### src/rtl/vga_capture.sv
// Captures a VGA source that shares the pixel clock, tracks its sync timing and
// issues framebuffer writes only after a full frame of correct timing has been seen.
module vga_capture #(
    parameter int H_BACK   = 45,
    parameter int H_ACTIVE = 640,
    parameter int H_TOTAL  = 800,
    parameter int V_BACK   = 32,
    parameter int V_ACTIVE = 480,
    parameter int V_TOTAL  = 525
) (
    input  logic       CLK,
    input  logic       RST_N,
    input  logic       HSYNC,
    input  logic       VSYNC,
    input  logic [2:0] RIN,
    input  logic [2:0] GIN,
    input  logic [1:0] BIN,
    output logic       WE,
    output logic [9:0] ROW,
    output logic [9:0] COLUMN,
    output logic [7:0] WDATA,
    output logic       FRAME_START,
    output logic       LOCKED,
    output logic [7:0] ERR_CNT
);
    typedef enum logic [1:0] {ST_SEARCH, ST_CHECK, ST_LOCKED} state_t;

    localparam logic [9:0] H_FIRST = 10'(H_BACK);
    localparam logic [9:0] H_LAST  = 10'(H_BACK + H_ACTIVE - 1);
    localparam logic [9:0] H_END   = 10'(H_TOTAL - 1);
    localparam logic [9:0] V_FIRST = 10'(V_BACK);
    localparam logic [9:0] V_LAST  = 10'(V_BACK + V_ACTIVE - 1);
    localparam logic [9:0] V_LINES = 10'(V_TOTAL);
    localparam logic [9:0] CNT_MAX = 10'd1023;

    state_t     state_q;
    logic       hs_q, vs_q, hs_prev_q, vs_prev_q, skip_q;
    logic [7:0] pix_q;
    logic [9:0] hcnt_q, vline_q;
    logic       we_q, fs_q, locked_q;
    logic [9:0] row_q, col_q;
    logic [7:0] wdata_q, err_cnt_q;

    logic       hrise, vrise, line_err, frame_err, err, active;
    logic [9:0] hcnt_d, vline_pre, vline_d;
    logic [7:0] err_cnt_d;

    always_comb begin
        hrise     = hs_q & ~hs_prev_q;
        vrise     = vs_q & ~vs_prev_q;
        hcnt_d    = hrise ? '0 : ((hcnt_q == CNT_MAX) ? CNT_MAX : hcnt_q + 10'd1);
        // Frame length is judged on the line count after any coincident HSYNC increment.
        vline_pre = (hrise && vline_q != CNT_MAX) ? vline_q + 10'd1 : vline_q;
        vline_d   = vrise ? '0 : vline_pre;
        line_err  = (state_q == ST_LOCKED || (state_q == ST_CHECK && !skip_q))
                    && hrise && (hcnt_q != H_END);
        frame_err = (state_q != ST_SEARCH) && vrise && (vline_pre != V_LINES);
        err       = line_err | frame_err;
        active    = (state_q == ST_LOCKED)
                    && (hcnt_q >= H_FIRST) && (hcnt_q <= H_LAST)
                    && (vline_q >= V_FIRST) && (vline_q <= V_LAST);
        err_cnt_d = (state_q == ST_LOCKED && err && err_cnt_q != 8'hFF)
                    ? err_cnt_q + 8'd1 : err_cnt_q;
    end

    always_ff @(posedge CLK or negedge RST_N) begin
        if (!RST_N) begin
            state_q   <= ST_SEARCH;
            hs_q      <= 1'b1;
            vs_q      <= 1'b1;
            hs_prev_q <= 1'b1;
            vs_prev_q <= 1'b1;
            skip_q    <= 1'b0;
            pix_q     <= '0;
            hcnt_q    <= '0;
            vline_q   <= '0;
            we_q      <= 1'b0;
            fs_q      <= 1'b0;
            locked_q  <= 1'b0;
            row_q     <= '0;
            col_q     <= '0;
            wdata_q   <= '0;
            err_cnt_q <= '0;
        end else begin
            hs_q      <= HSYNC;
            vs_q      <= VSYNC;
            hs_prev_q <= hs_q;
            vs_prev_q <= vs_q;
            pix_q     <= {RIN, GIN, BIN};
            hcnt_q    <= hcnt_d;
            vline_q   <= vline_d;
            err_cnt_q <= err_cnt_d;
            locked_q  <= (state_q == ST_LOCKED);
            we_q      <= active & ~err;
            fs_q      <= active & ~err & (hcnt_q == H_FIRST) & (vline_q == V_FIRST);
            if (active && !err) begin
                row_q   <= vline_q - V_FIRST;
                col_q   <= hcnt_q - H_FIRST;
                wdata_q <= pix_q;
            end
            // The first HSYNC rise after entering CHECK closes a line of unknown start.
            case (state_q)
                ST_SEARCH: begin
                    if (vrise) begin
                        state_q <= ST_CHECK;
                        skip_q  <= 1'b1;
                    end
                end
                ST_CHECK: begin
                    if (err) begin
                        state_q <= ST_SEARCH;
                    end else begin
                        if (vrise) state_q <= ST_LOCKED;
                        if (hrise) skip_q <= 1'b0;
                    end
                end
                ST_LOCKED: begin
                    if (err) state_q <= ST_SEARCH;
                end
                default: state_q <= ST_SEARCH;
            endcase
        end
    end

    assign WE          = we_q;
    assign ROW         = row_q;
    assign COLUMN      = col_q;
    assign WDATA       = wdata_q;
    assign FRAME_START = fs_q;
    assign LOCKED      = locked_q;
    assign ERR_CNT     = err_cnt_q;
endmodule

### config.mk
export PLATFORM = sky130hd
export DESIGN_NAME = vga_capture
export DESIGN_NICKNAME = d
export VERILOG_FILES = /design/src/rtl/vga_capture.sv
export SDC_FILE = /design/constraint.sdc
export NUM_CORES = 1
export LEC_CHECK = 0
export CAP_MARGIN = 15
export CORE_AREA = 5 5 87 89
export DETAILED_ROUTE_END_ITERATION = 8
export DIE_AREA = 0 0 92 94
export HOLD_SLACK_MARGIN = 0.12
export PLACE_DENSITY = 0.77
export SLEW_MARGIN = 0
export SYNTH_ARGS = -nofsm -noshare
export SYNTH_HDL_FRONTEND = slang
export SYNTH_SLANG_ARGS = --single-unit
### constraint.sdc
create_clock -name CLK -period 2.8 [get_ports CLK]
set_clock_uncertainty 0.05 [all_clocks]
set_input_delay 0.84 -clock CLK [delete_from_list [all_inputs] [get_ports CLK]]
set_output_delay 0.84 -clock CLK [all_outputs]
set_load 0.03 [all_outputs]
==> run summary, run 1 <==
run status - completed
Starting Density - 51.8%
number of hold violations in the final report - 0
LEAKAGE - 2.00 nW
first-pass GRT wire length - 11.8 mm
largest net degree at the start of global routing - 41
number of buffers added to fix hold violations after cts - 0
Synth async-reset ratio - 100%
number of DRC violations after detailed-routing iteration 0 - 119
number of warnings issued by yosys - 0
critical path cell sequence - ha_2 > nand3b_1 > nor4_2 > mux2i_1 > and2_4 > a31oi_4 > a211oi_4 > buf_6 > clkbuf_16 > mux2_1
later-pin clock latency in the skew report - 0.36 ns
average size of a mapped cell - 11.6 um2
cell count after placement - 426
layout overhead on the synthesized area - 27.5%
number of maximum-capacitance violations - 0
summed negative setup slack over all endpoints - 0 ns
max-slew violation count - 0
Crit Path Max Fanout - 15
height of the die - 94 um
number of H-tree branching levels - 3
Finished Layout Cells - 446
maximum ir drop on the vdd rail - 397 uV
maximum cell stage delay along the critical path - 0.41 ns
buffer depth of the longest clock path - 2
synthesis-stage register bit count - 74
width of the die - 92 um
EDFF count, synth - 0
post-synth cell types - 45
Most used DFF post-synth - sky130_fd_sc_hd__dfrtp_1
number of remaining DRC errors - 0
drt total wl - 7.17 mm
via count of the first global-routing pass - 2,443
flop-to-flop setup slack - 0.04 ns
Cell Rows - 30
sort of element at the start of the critical path - flop
total via count in the routed design - 2,410
depth of the worst register-to-register path - 10
initial antenna violation count - 0
Initial DRT Pass Iterations - 4
grt total ovfl - 0
I/O pin count - 51
final critical path time including I/O delays and setup - 2.76 ns
sort of element at the end of the critical path - flop
net count after synthesis - 317
clk sink count - 74
Num CTS Buffers - 9
cell count after synthesis - 297
Max Freq - 362 MHz
Antenna Diode Count - 0
kind of critical path - reg2reg
period utilisation layout - 98.7%
classification of the worst-slack hold path - reg2reg
total placed instance area - 4100 um2
area of the die - 8650 um2
CTS tree - done
Port-buffer cells - 50
clock-pin slew of the registers on the worst-case setup and hold paths - 0.08 ns
worst endpoint required time - 3.00 ns
Worst EP arrival - 2.97 ns
final setup margin - 0.0369 ns
critical-path cell with the highest stage delay - sky130_fd_sc_hd__dfrtp_2
via count normalized by instance count - 5.40
setup-violating endpoint count in the final report - 0
Seq/Total Area, Yosys - 53.7%
Post-layout nets - 381
Final HPWL DP - 4.79 mm
remaining antenna violation count - 0
max_slew headroom - 64.3%
actual slew at the worst max-slew pin - 0.533 ns
overall power consumption - 2.56 mW
fraction of final layout cells sized beyond drive strength 1 - 13.4%
weighted congestion reported at the end of routability-driven placement - 0.914
setup slack after placement - 0.0621 ns
Cells on Worst Hold Path - 0
clock root buffer - sky130_fd_sc_hd__clkbuf_8
area of the placeable core - 6680 um2
power density over the cells - 580 nW/um2
global router's overall resource usage - 17.4%
Routed WL per cell - 16.1 um
final instance area - 4410 um2
Synth Cell Area - 3460 um2
[cells in the mapped netlist, types with 5 or more instances]
master | n | area (um2)
sky130_fd_sc_hd__dfrtp_1 | 70 | 1750
sky130_fd_sc_hd__nand3_1 | 12 | 60.1
sky130_fd_sc_hd__ha_1 | 8 | 100
sky130_fd_sc_hd__xor2_1 | 8 | 70.1
sky130_fd_sc_hd__nand4_1 | 6 | 37.5
sky130_fd_sc_hd__inv_1 | 11 | 41.3
sky130_fd_sc_hd__nor2_1 | 28 | 105
sky130_fd_sc_hd__xnor2_1 | 20 | 175
sky130_fd_sc_hd__a21oi_1 | 12 | 60.1
sky130_fd_sc_hd__and3_1 | 5 | 31.3
sky130_fd_sc_hd__nand2_1 | 13 | 48.8
sky130_fd_sc_hd__mux2_1 | 28 | 315
sky130_fd_sc_hd__mux2i_1 | 7 | 70.1
sky130_fd_sc_hd__clkbuf_1 | 6 | 22.5
[cell type report]
cell class / count / area [um2]
fillers: 512 / 2270
flip-flops and latches: 74 / 1860
multi-input cells: 199 / 1500
repair buffers: 66 / 682
clock buffers: 9 / 124
clock inverters: 7 / 101
well taps: 80 / 100
inverters: 11 / 41.3
[per-layer routing]
layer / vias to the layer above / share of wire (%) / GRT usage (%)
met5: - / 0 / 0
met4: 0 / 2.1 / 6.44
met3: 17 / 4.6 / 5.05
met2: 61 / 48 / 28.4
met1: 1173 / 46 / 21.9
li1: 1159 / - / -
[worst max-delay path: cells and delay by family, from the launching register on]
family	cells	cell delay, ns
simple gates	3	0.70
mux	2	0.61
flops	1	0.41
buf+inv	2	0.34
compound gates	2	0.32
fa+ha+maj	1	0.20
[path summary, 6_finish.rpt]
path                                       from                    end
setup / recovery           vline_q[0]$_DFF_PN0_  COLUMN[0]$_DFFE_PN0P_
hold reg to reg                  vs_q$_DFF_PN1_    vs_prev_q$_DFF_PN1_
min in group asynchronous                 RST_N   vline_q[9]$_DFF_PN0_
max in group asynchronous                 RST_N   vline_q[4]$_DFF_PN0_
hold / removal                   vs_q$_DFF_PN1_    vs_prev_q$_DFF_PN1_
setup reg to reg           vline_q[0]$_DFF_PN0_  COLUMN[0]$_DFFE_PN0P_
[metrics by stage]
stage	utilization, %	hold slack, ns
global placement	61.3	0.305
CTS	64.7	0.318
floorplan	-	0.301
finish	66.0	0.316
global route	66.0	0.321
detailed placement	61.3	0.307
[kinds of logic after synthesis]
family	Yosys count	synth area share, %
buffers and inverters	24	3.40
xor gates and xnor gates	28	7.09
adders and majority gates	8	2.89
AOI/OAI and AO/OA	30	6.44
DFF	74	53.7
muxes	35	11.1
and+or+nand+nor	98	15.3
[where the power goes]
part / total [mW] / switching [mW] / leakage (nW) / internal (mW)
Combinational: 0.389 / 0.215 / 0.910 / 0.174
Sequential: 1.23 / 0.0817 / 0.983 / 1.15
Clock: 0.940 / 0.430 / 0.112 / 0.510
Total: 2.56 / 0.727 / 2.00 / 1.83
[repair_timing]
action                                  4_1_cts  5_1_grt
endpoints found under the setup margin        0       27
gates resized for setup                       0        8
setup buffers                                 0        2
[sequential cells by signal, indices dropped and copies added (netlist names), 2 cells and up]
register and count:
COLUMN 10, ERR_CNT 8, ROW 10, WDATA 8, hcnt_q 10, pix_q 8
state_q 2, vline_q 10
[placed cells by master (no fill, tap or decap), types with 4 or more instances in the layout]
master / count
sky130_fd_sc_hd__nand2_1: 13
sky130_fd_sc_hd__dfstp_2: 4
sky130_fd_sc_hd__clkdlybuf4s50_1: 49
sky130_fd_sc_hd__buf_4: 12
sky130_fd_sc_hd__nand4_1: 6
sky130_fd_sc_hd__ha_1: 7
sky130_fd_sc_hd__inv_1: 11
sky130_fd_sc_hd__a21oi_1: 12
sky130_fd_sc_hd__xnor2_1: 20
sky130_fd_sc_hd__dfrtp_1: 67
sky130_fd_sc_hd__nor2b_1: 4
sky130_fd_sc_hd__mux2i_1: 7
sky130_fd_sc_hd__nor2_1: 28
sky130_fd_sc_hd__nand3_1: 12
sky130_fd_sc_hd__xor2_1: 8
sky130_fd_sc_hd__mux2_1: 28
sky130_fd_sc_hd__nand2b_1: 4
sky130_fd_sc_hd__clkbuf_8: 9
sky130_fd_sc_hd__and3_1: 5
sky130_fd_sc_hd__nand3b_1: 4
No activity file was read; power rests on OpenSTA's default activity.
==> inputs of run 2 (changes only) <==
--- a/config.mk
+++ b/config.mk
@@ -15,3 +15,4 @@
 export SYNTH_ARGS = -nofsm -noshare
 export SYNTH_HDL_FRONTEND = slang
 export SYNTH_SLANG_ARGS = --single-unit
+export TNS_END_PERCENT = 5
==> results of run 2 <==
No change in the layout: final DEF, timing and power equal those of run 1.
==> inputs of run 3 (changes only) <==
--- a/config.mk
+++ b/config.mk
@@ -11,8 +11,9 @@
 export DIE_AREA = 0 0 92 94
 export HOLD_SLACK_MARGIN = 0.12
 export PLACE_DENSITY = 0.77
+export SETUP_SLACK_MARGIN = 0.15
 export SLEW_MARGIN = 0
 export SYNTH_ARGS = -nofsm -noshare
 export SYNTH_HDL_FRONTEND = slang
 export SYNTH_SLANG_ARGS = --single-unit
-export TNS_END_PERCENT = 5
+export TNS_END_PERCENT = 10
==> run 3 against run 2 <==
Compared with the run above:
- cell count increased by 2.5%
- die area unchanged
- first-iteration DRC count increased by 16%
==> run summary, run 3 (synthesis gave the netlist of run 1 again) <==
setup-violating endpoint count in the final report - 0 (unchanged)
total via count in the routed design - 2,492 (+3.4%)
global router's overall resource usage - 18.5% (+1.2 points)
most frequent cells in the layout - sky130_fd_sc_hd__dfrtp_1, sky130_fd_sc_hd__clkdlybuf4s50_1, sky130_fd_sc_hd__nor2_1, sky130_fd_sc_hd__mux2_1, sky130_fd_sc_hd__buf_4
layout overhead on the synthesized area - 31.7%
Max Freq - 383 MHz (+5.9%)
Port-buffer cells - 50 (unchanged)
number of buffers added to fix hold violations after cts - 0 (unchanged)
maximum cell stage delay along the critical path - 0.59 ns (+0.18 ns)
largest net degree at the start of global routing - 41 (unchanged)
Starting Density - 51.8% (unchanged)
Initial DRT Pass Iterations - 4 (unchanged)
clk sink count - 74 (unchanged)
actual slew at the worst max-slew pin - 0.535 ns (+0.00155 ns)
later-pin clock latency in the skew report - 0.36 ns (about the same)
Worst EP arrival - 2.80 ns (-0.17 ns)
number of H-tree branching levels - 3 (unchanged)
final critical path time including I/O delays and setup - 2.61 ns (-0.153 ns)
max_slew headroom - 64.2% (-0.10 points)
buffer depth of the longest clock path - 2 (unchanged)
FILL cells - 491 (-4.1%)
leading cell type in the layout, fill and taps excluded - sky130_fd_sc_hd__dfrtp_1
Crit Path Max Fanout - 8 (-7)
summed negative setup slack over all endpoints - 0 ns (unchanged)
classification of the worst-slack hold path - reg2reg
sort of element at the start of the critical path - flop
RSZ-0062 raised after global routing - yes
max-slew violation count - 0 (unchanged)
Routed WL per cell - 16.4 um (+1.9%)
power density over the cells - 568 nW/um2 (-2.0%)
via count of the first global-routing pass - 2,542 (+4.1%)
Final HPWL DP - 4.79 mm (unchanged)
remaining antenna violation count - 0 (unchanged)
LEAKAGE - 2.06 nW (+3.0%)
run status - completed
weighted congestion reported at the end of routability-driven placement - 0.914 (unchanged)
worst endpoint required time - 2.99 ns (about the same)
number of hold violations in the final report - 0 (unchanged)
width of the die - 92 um (unchanged)
number of DRC violations after detailed-routing iteration 0 - 138 (+16%)
grt total ovfl - 0 (unchanged)
Cell Rows - 30 (unchanged)
I/O pin count - 51 (unchanged)
delay-heaviest family, CP - simple AND/OR/NAND/NOR gates
fraction of final layout cells sized beyond drive strength 1 - 18.8% (+5.4 points)
final instance area - 4560 um2 (+3.3%)
clock root buffer - sky130_fd_sc_hd__clkbuf_8
first-pass GRT wire length - 12.5 mm (+5.7%)
Post-layout nets - 392 (+2.9%)
area of the placeable core - 6680 um2 (unchanged)
initial antenna violation count - 0 (unchanged)
CTS tree - done
drt total wl - 7.49 mm (+4.4%)
area of the die - 8650 um2 (unchanged)
kind of critical path - reg2reg
sort of element at the end of the critical path - flop
flop-to-flop setup slack - 0.19 ns (+0.15 ns)
Antenna Diode Count - 0 (unchanged)
number of maximum-capacitance violations - 0 (unchanged)
maximum ir drop on the vdd rail - 387 uV (-2.5%)
period utilisation layout - 93.2% (-5.5 points)
combined buffer and inverter count along the critical path - 2 (unchanged)
via count normalized by instance count - 5.45 (+0.91%)
critical path cell sequence - nand2b_4 > or3_4 > mux2i_2 > nor3_2 > a31oi_4 > a211oi_4 > buf_6 > buf_12 > mux2_1
number of remaining DRC errors - 0 (unchanged)
height of the die - 94 um (unchanged)
critical-path cell with the highest stage delay - sky130_fd_sc_hd__dfstp_2
clock-pin slew of the registers on the worst-case setup and hold paths - 0.08 ns (about the same)
total placed instance area - 4100 um2 (unchanged)
Num CTS Buffers - 9 (unchanged)
==> run 3: final cells by class <==
class | instances | area, um2 | area share [%]
inverter | 11 | 41.3 | 0.906
tap | 80 | 100 | 2.20
multi-input combinational | 199 | 1540 | 33.7
clock inverter | 7 | 101 | 2.22
timing repair buffer | 77 | 791 | 17.4
clock buffer | 9 | 124 | 2.72
sequential | 74 | 1860 | 40.9
==> run 3: final timing paths <==
path / start / end / depth (start not counted)
hold / removal: vs_q$_DFF_PN1_ / vs_prev_q$_DFF_PN1_ / 0
setup reg to reg: hs_q$_DFF_PN1_ / ROW[8]$_DFFE_PN0P_ / 9
min in group asynchronous: RST_N / vline_q[9]$_DFF_PN0_ / 1
max in group asynchronous: RST_N / vline_q[4]$_DFF_PN0_ / 2
setup / recovery: hs_q$_DFF_PN1_ / ROW[8]$_DFFE_PN0P_ / 9
hold reg to reg: vs_q$_DFF_PN1_ / vs_prev_q$_DFF_PN1_ / 0
==> run 3: timing repair <==
action,4_1_cts,5_1_grt
resized for setup,11,11
cloned,2,1
pin swaps,5,5
setup endpoints to repair,27,29
setup buffers,9,3
==> run 3: through the flow <==
stage | power (mW) | utilization (%) | setup slack [ns] | std cells | hold WS, ns
6_report | 2.59 | 68.2 | 0.190 | 457 | 0.316
5_1_grt | 2.71 | 68.2 | 0.0751 | 457 | 0.321
4_1_cts | 2.60 | 66.9 | 0.138 | 453 | 0.318
3_5_place_dp | 1.63 | 61.3 | 0.0621 | 426 | 0.307
2_1_floorplan | 1.48 | - | 0.218 | 297 | 0.301
3_3_place_gp | 1.62 | 61.3 | 0.178 | 426 | 0.305
==> run 3: power by group <==
part / internal, mW / switching (mW) / total, mW / leakage [nW]
registers: 1.15 / 0.0788 / 1.22 / 0.980
logic: 0.194 / 0.230 / 0.423 / 0.973
clock network: 0.510 / 0.430 / 0.940 / 0.112
total: 1.85 / 0.738 / 2.59 / 2.06
==> run 3: per-layer routing <==
metal  vias to the layer above  track usage [%]  share of wire (%)  wire length, um
met5                         -                0                  0                0
met4                         0             8.17                2.4              183
met3                        20             5.37                5.2              389
met2                        77             30.9                 48             3590
met1                      1209             22.4                 44             3330
li1                       1186                -                  -                -
